--- config.mk ---
export PLATFORM = sky130hd
export DESIGN_NAME = core_inst_seq
export DESIGN_NICKNAME = d
export VERILOG_FILES = /design/src/rtl/core_inst_pkg.sv /design/src/rtl/inst_pack.sv /design/src/rtl/core_inst_seq.sv
export SDC_FILE = /design/constraint.sdc
export NUM_CORES = 1
export LEC_CHECK = 0
export ABC_CLOCK_PERIOD_IN_PS = 9200
export CAP_MARGIN = 0
export CORE_MARGIN = 2
export CORE_UTILIZATION = 35
export CTS_CLUSTER_DIAMETER = 50
export DETAILED_ROUTE_END_ITERATION = 6
export PLACE_DENSITY = 0.61
export SKIP_CTS_REPAIR_TIMING = 1
export SLEW_MARGIN = 20
export SYNTH_ARGS = -nofsm -noshare
export SYNTH_HDL_FRONTEND = slang
export SYNTH_SLANG_ARGS = --single-unit
--- constraint.sdc ---
create_clock -name clk -period 9.2 [get_ports clk]
set_clock_uncertainty 0.15 [all_clocks]
set_input_delay 1.38 -clock clk [delete_from_list [all_inputs] [get_ports clk]]
set_output_delay 1.38 -clock clk [all_outputs]
set_load 0.05 [all_outputs]
--- src/rtl/core_inst_pkg.sv ---
// Shared definitions for the core instruction sequencer: inst field positions,
// the idle instruction word and the sequencer state type.
package core_inst_pkg;

    localparam int unsigned AW = 11;

    localparam int unsigned BitDebug   = 63;
    localparam int unsigned BitL1Wr    = 37;
    localparam int unsigned BitOs      = 36;
    localparam int unsigned BitRenP    = 35;
    localparam int unsigned BitPass    = 34;
    localparam int unsigned BitAcc     = 33;
    localparam int unsigned BitCenP    = 32;
    localparam int unsigned BitWenP    = 31;
    localparam int unsigned BitApLsb   = 20;
    localparam int unsigned BitCenX    = 19;
    localparam int unsigned BitWenX    = 18;
    localparam int unsigned BitAxLsb   = 7;
    localparam int unsigned BitOfifoRd = 6;
    localparam int unsigned BitIfifoWr = 5;
    localparam int unsigned BitIfifoRd = 4;
    localparam int unsigned BitL0Rd    = 3;
    localparam int unsigned BitL0Wr    = 2;
    localparam int unsigned BitExec    = 1;
    localparam int unsigned BitLoad    = 0;

    // Both memories deselected with write-enables inactive, everything else quiet.
    localparam logic [63:0] IDLE_INST = 64'h0000_0001_800C_0000;

    typedef enum logic [3:0] {
        StIdle,
        StWFetch,
        StWLoad,
        StAFetch,
        StExec,
        StDrain,
        StAccWait,
        StAccRd,
        StAccWr,
        StDone
    } state_e;

endpackage

--- src/rtl/inst_pack.sv ---
// Combinational packer: places named core control signals into the 64-bit inst word.
module inst_pack
    import core_inst_pkg::*;
(
    input  logic          ren_p,
    input  logic          passthrough,
    input  logic          acc,
    input  logic          cen_p,
    input  logic          wen_p,
    input  logic [AW-1:0] a_p,
    input  logic          cen_x,
    input  logic          wen_x,
    input  logic [AW-1:0] a_x,
    input  logic          ofifo_rd,
    input  logic          l0_rd,
    input  logic          l0_wr,
    input  logic          execute,
    input  logic          load,
    output logic [63:0]   inst
);

    always_comb begin
        inst                   = '0;
        inst[BitDebug]         = 1'b0;
        inst[BitL1Wr]          = 1'b0;
        inst[BitOs]            = 1'b0;
        inst[BitRenP]          = ren_p;
        inst[BitPass]          = passthrough;
        inst[BitAcc]           = acc;
        inst[BitCenP]          = cen_p;
        inst[BitWenP]          = wen_p;
        inst[BitApLsb +: AW]   = a_p;
        inst[BitCenX]          = cen_x;
        inst[BitWenX]          = wen_x;
        inst[BitAxLsb +: AW]   = a_x;
        inst[BitOfifoRd]       = ofifo_rd;
        inst[BitIfifoWr]       = 1'b0;
        inst[BitIfifoRd]       = 1'b0;
        inst[BitL0Rd]          = l0_rd;
        inst[BitL0Wr]          = l0_wr;
        inst[BitExec]          = execute;
        inst[BitLoad]          = load;
    end

endmodule

--- src/rtl/core_inst_seq.sv ---
// Instruction sequencer for one weight-stationary tile: weight/activation fetch,
// MAC execution and drain, then OFIFO -> PSUM read-modify-write per output vector.
module core_inst_seq
    import core_inst_pkg::*;
#(
    parameter int unsigned row = 8,
    parameter int unsigned col = 8
) (
    input  logic          clk,
    input  logic          reset,
    input  logic          start,
    input  logic [AW-1:0] n_act,
    input  logic [AW-1:0] w_base,
    input  logic [AW-1:0] a_base,
    input  logic [AW-1:0] p_base,
    input  logic          acc_en,
    input  logic          relu_en,
    input  logic          ofifo_valid,
    output logic [63:0]   inst,
    output logic          busy,
    output logic          done
);

    localparam logic [AW-1:0] RowW     = AW'(row);
    localparam logic [AW-1:0] RowColM1 = AW'(row + col - 1);

    state_e        state_q, state_d;
    logic [AW-1:0] phase_q, phase_d;
    logic [AW-1:0] j_q, j_d;
    logic [AW-1:0] n_act_q, w_base_q, a_base_q, p_base_q;
    logic [AW-1:0] n_act_n, w_base_n, a_base_n, p_base_n;
    logic          acc_en_q, relu_en_q, acc_en_n, relu_en_n;
    logic          load_cfg;
    logic [63:0]   inst_q, word_d;
    logic          busy_q, done_q;

    logic          ren_p, passthrough, acc, cen_p, wen_p, cen_x, wen_x;
    logic          ofifo_rd, l0_rd, l0_wr, execute, load;
    logic [AW-1:0] a_p, a_x;

    // Next state and counters.
    always_comb begin
        state_d  = state_q;
        phase_d  = phase_q + AW'(1);
        j_d      = j_q;
        load_cfg = 1'b0;
        case (state_q)
            StIdle: begin
                phase_d = '0;
                j_d     = '0;
                if (start) begin
                    load_cfg = 1'b1;
                    state_d  = StWFetch;
                end
            end
            StWFetch: if (phase_q == RowW) begin
                phase_d = '0;
                state_d = StWLoad;
            end
            StWLoad: if (phase_q == RowColM1) begin
                phase_d = '0;
                state_d = (n_act_q == '0) ? StDone : StAFetch;
            end
            StAFetch: if (phase_q == n_act_q) begin
                phase_d = '0;
                state_d = StExec;
            end
            StExec: if (phase_q == n_act_q - AW'(1)) begin
                phase_d = '0;
                state_d = StDrain;
            end
            StDrain: if (phase_q == RowColM1) begin
                phase_d = '0;
                j_d     = '0;
                state_d = StAccWait;
            end
            StAccWait: begin
                phase_d = '0;
                if (ofifo_valid) state_d = StAccRd;
            end
            StAccRd: begin
                phase_d = '0;
                state_d = StAccWr;
            end
            StAccWr: begin
                phase_d = '0;
                j_d     = j_q + AW'(1);
                state_d = (j_q == n_act_q - AW'(1)) ? StDone : StAccWait;
            end
            StDone: begin
                phase_d = '0;
                state_d = StIdle;
            end
            default: begin
                phase_d = '0;
                state_d = StIdle;
            end
        endcase
    end

    assign n_act_n   = load_cfg ? n_act   : n_act_q;
    assign w_base_n  = load_cfg ? w_base  : w_base_q;
    assign a_base_n  = load_cfg ? a_base  : a_base_q;
    assign p_base_n  = load_cfg ? p_base  : p_base_q;
    assign acc_en_n  = load_cfg ? acc_en  : acc_en_q;
    assign relu_en_n = load_cfg ? relu_en : relu_en_q;

    // Control fields for the upcoming state, so the registered word lines up with it.
    always_comb begin
        ren_p       = 1'b0;
        passthrough = 1'b0;
        acc         = 1'b0;
        cen_p       = 1'b1;
        wen_p       = 1'b1;
        a_p         = '0;
        cen_x       = 1'b1;
        wen_x       = 1'b1;
        a_x         = '0;
        ofifo_rd    = 1'b0;
        l0_rd       = 1'b0;
        l0_wr       = 1'b0;
        execute     = 1'b0;
        load        = 1'b0;
        if (state_d != StIdle && state_d != StDone) begin
            passthrough = ~relu_en_n;
            acc         = acc_en_n;
        end
        case (state_d)
            StWFetch: begin
                if (phase_d < RowW) begin
                    cen_x = 1'b0;
                    a_x   = w_base_n + phase_d;
                end
                l0_wr = (phase_d != '0);
            end
            StWLoad: begin
                load  = 1'b1;
                l0_rd = (phase_d < RowW);
            end
            StAFetch: begin
                if (phase_d < n_act_n) begin
                    cen_x = 1'b0;
                    a_x   = a_base_n + phase_d;
                end
                l0_wr = (phase_d != '0);
            end
            StExec: begin
                l0_rd   = 1'b1;
                execute = 1'b1;
            end
            StDrain: execute = 1'b1;
            StAccRd: if (acc_en_n) begin
                cen_p = 1'b0;
                ren_p = 1'b1;
                a_p   = p_base_n + j_d;
            end
            StAccWr: begin
                cen_p    = 1'b0;
                wen_p    = 1'b0;
                a_p      = p_base_n + j_d;
                ofifo_rd = 1'b1;
            end
            default: ;
        endcase
    end

    inst_pack u_inst_pack (
        .ren_p       (ren_p),
        .passthrough (passthrough),
        .acc         (acc),
        .cen_p       (cen_p),
        .wen_p       (wen_p),
        .a_p         (a_p),
        .cen_x       (cen_x),
        .wen_x       (wen_x),
        .a_x         (a_x),
        .ofifo_rd    (ofifo_rd),
        .l0_rd       (l0_rd),
        .l0_wr       (l0_wr),
        .execute     (execute),
        .load        (load),
        .inst        (word_d)
    );

    always_ff @(posedge clk) begin
        if (reset) begin
            state_q   <= StIdle;
            phase_q   <= '0;
            j_q       <= '0;
            n_act_q   <= '0;
            w_base_q  <= '0;
            a_base_q  <= '0;
            p_base_q  <= '0;
            acc_en_q  <= 1'b0;
            relu_en_q <= 1'b0;
            inst_q    <= IDLE_INST;
            busy_q    <= 1'b0;
            done_q    <= 1'b0;
        end else begin
            state_q   <= state_d;
            phase_q   <= phase_d;
            j_q       <= j_d;
            n_act_q   <= n_act_n;
            w_base_q  <= w_base_n;
            a_base_q  <= a_base_n;
            p_base_q  <= p_base_n;
            acc_en_q  <= acc_en_n;
            relu_en_q <= relu_en_n;
            inst_q    <= word_d;
            busy_q    <= (state_d != StIdle) && (state_d != StDone);
            done_q    <= (state_d == StDone);
        end
    end

    assign inst = inst_q;
    assign busy = busy_q;
    assign done = done_q;

endmodule
==> impl_metrics.json <==
{
  "fmax_mhz": 186,
  "row_count": 51,
  "antenna_found_initial": 0,
  "worst_slack_ps": 3820,
  "status": "completed",
  "die_w_um": 146,
  "final_cell_mix": "dfxtp_1 (107), nor2_1 (86), clkdlybuf4s50_1 (83)",
  "hold_depth": 2,
  "cts.htree.levels": 3,
  "setup_viol": 0,
  "grt-ovfl-total": 0,
  "clkLatencyLatePin_ps": 370,
  "path_max_fanout": 10,
  "pwr-share-clk_pct": 28.8,
  "cp-start-kind": "flop",
  "reg2regPathDepth": 20,
  "cts_tree": "built",
  "synth_edf_count": 0,
  "drtAntennaViolNets": 0,
  "syn_area_sq_um": 7060,
  "dieArea_sq_um": 21300,
  "io_buffers": 84,
  "tightest_slew_ps": 785,
  "grt_start_max_net_pins": 74,
  "p_comb_share_pct": 32.3,
  "internal_power_mw": 0.858,
  "vias": 5828,
  "ys_seq_elements": 107,
  "ys.flop_type": "dfxtp_1",
  "worstPathArrival_ps": 5480,
  "final_nets": 963,
  "synth-async-reset-ratio_pct": 0,
  "wirelength_um": 17500,
  "wl_per_cell_um": 15.3,
  "r2r_start": "n_act_q[0]",
  "synth_top_area_share_pct": 30.3,
  "end_kind": "flop",
  "finalCoreUtilization_pct": 41.8,
  "nFillCells": 2071,
  "core_area_sq_um": 19700,
  "cts_buffer_depth": 2,
  "hp-class": "reg -> reg",
  "synth-seq-area-share_pct": 30.3,
  "power_mw": 1.34,
  "multiInputGateArea_sq_um": 4500,
  "rrSetupSlack_ps": 3820,
  "power.switching_mw": 0.485,
  "synth_largest_area_cell": "dfxtp_1",
  "synthTopCellsByArea": "dfxtp_1 (30%), ha_1 (7.1%), xnor2_1 (4.8%), mux2_2 (4.6%), nor2_1 (4.6%)",
  "drc": 0,
  "clock-root-buffer": "clkbuf_16",
  "cts_buffers": 9,
  "hold_viol": 0,
  "p_per_area_nw_per_um2": 164,
  "p_leak_nw": 3.44,
  "clk_pin_slew_ps": 80,
  "fin_setup_tns_ps": 0,
  "cts.sinks": 107,
  "initial_utilization_pct": 35.9,
  "critPathRequiredTime_ps": 9300,
  "maxSlewViolCount": 0,
  "syn_to_final_growth_pct": 16.4,
  "place_hpwl_um": 13100,
  "ir_drop_v": 0.0000947,
  "fin_crit_ps": 5380,
  "final_layout_size_suffix_gt1_share_pct": 9.01,
  "design.portCount": 116,
  "routabilityCongestion": 0.892,
  "first_pass_iters": 5,
  "grt_util_all_layers_pct": 16.6,
  "final_common_cell": "dfxtp_1",
  "slew_headroom_pct": 47.7,
  "ff_latch_area_sq_um": 2140,
  "switching_share_pct": 36.1,
  "rsz0062_at_grt": "no",
  "worstSetupPathType": "reg -> reg",
  "min_to": "relu_en_q",
  "p_seq_share_pct": 38.9,
  "vias_per_cell": 5.10,
  "avgSynthCellArea_sq_um": 8.61,
  "first_global_vias": 5553,
  "yosysUniqueCellTypes": 86,
  "maxCapViolations": 0,
  "yosysWarnings": 0,
  "grt_pass1_wl_um": 28600,
  "antenna_cells": 0,
  "syn_inst": 820,
  "post-place-ws_ps": 3830,
  "drtIter0Drc": 429,
  "die_y_um": 146,
  "min-delay-start": "relu_en_q",
  "reg2reg_to": "inst[17]",
  "finalCritPeriodShare_pct": 58.5
}
## worst max-delay path: stages, from the launching register on
cell and delay [ps]:
dfxtp_1 410, inv_1 90, ha_1 310, or4b_4 540
nor4_2 210, a41oi_2 80, a221oi_4 450, nand2_4 150
a21oi_2 410, or2_0 360, inv_1 80, ha_1 300
nand2_1 50, nor2_1 150, nand3_1 120, or4_1 530
a211o_1 280, o211ai_2 130, nor3_2 160, a22oi_1 190
nand4_1 100
## power groups by stage
stage | registers, mW | logic [mW] | clock network (mW)
6_report | 0.523 | 0.434 | 0.387
5_1_grt | 0.528 | 0.474 | 0.413
4_1_cts | 0.523 | 0.435 | 0.401
3_5_place_dp | 0.533 | 0.432 | 0
3_3_place_gp | 0.533 | 0.432 | 0
2_1_floorplan | 0.550 | 0.319 | 0
## through the flow
step           cell area [sq um]  hold slack (ps)  instances
4_1_cts                     8210              355       1142
3_5_place_dp                7930              336       1126
2_1_floorplan               7170              303        849
6_report                    8220              344       1142
5_1_grt                     8220              385       1142
3_3_place_gp                7930              323       1126
## layout make-up
type	count	share of cell area [%]
inverter	28	1.28
clock inverter	7	0.716
tap	265	4.04
sequential	107	26.1
multi-input combinational	640	54.8
clock buffer	9	2.74
timing repair buffer	86	10.4
## cells in the mapped netlist (3+ instances only)
cell	instances
a2111oi_0	3
a21boi_0	3
a21o_1	11
a21oi_1	36
a22o_1	6
a22oi_1	9
a311o_1	3
a31oi_1	4
and2_1	4
and3_1	14
buf_2	5
buf_4	31
buf_6	3
clkbuf_1	32
dfxtp_1	107
ha_1	40
inv_1	28
maj3_1	3
mux2_2	29
mux2i_1	22
nand2_1	41
nand2b_1	7
nand3_1	25
nand3b_1	5
nand4_1	7
nand4b_1	3
nor2_1	87
nor2b_1	47
nor3_1	19
nor4_1	11
o2111a_1	3
o21ai_0	27
o21bai_1	3
o22ai_1	5
o31ai_1	4
or2_2	6
or3_1	4
xnor2_1	39
xor2_1	24
## worst max-delay path by stage
stage,start,end,slack [ps],depth (start not counted)
finish,n_act_q[0],inst[17],3820,20
global route,n_act_q[0],inst[17],3360,20
CTS,n_act_q[0],inst[17],3820,20
detailed placement,n_act_q[0],inst[17],3830,20
global placement,start,inst[17],3920,14
floorplan,start,inst[29],4070,17
## per-layer routing
layer | routed length, um | global-route usage, %
met1 | 8270 | 22.4
met2 | 8190 | 26.7
met3 | 784 | 2.91
met4 | 283 | 6.12
met5 | 0 | 0
## sequential cells by signal, indices dropped and copies added (netlist names)
| signal | cells |
|---|---|
| p_base_q | 11 |
| inst | 33 |
| busy | 1 |
| w_base_q | 11 |
| done | 1 |
| phase_q | 11 |
| a_base_q | 11 |
| acc_en_q | 1 |
| relu_en_q | 1 |
| j_q | 11 |
| state_q | 4 |
| n_act_q | 11 |
## logic make-up (layout without fill, tap and decap cells)
| family | after synthesis | count (layout) | synth area share [%] |
|---|---|---|---|
| AOI/OAI and AO/OA | 145 | 145 | 14.7 |
| xor gates and xnor gates | 65 | 65 | 8.38 |
| adders and majority gates | 45 | 45 | 7.96 |
| buffers and inverters | 102 | 130 | 7.53 |
| DFF | 107 | 107 | 30.3 |
| muxes | 51 | 51 | 7.75 |
| other | 2 | 31 | 0.106 |
| and+or+nand+nor | 303 | 303 | 23.2 |
Power figures use the tool's default switching activity.
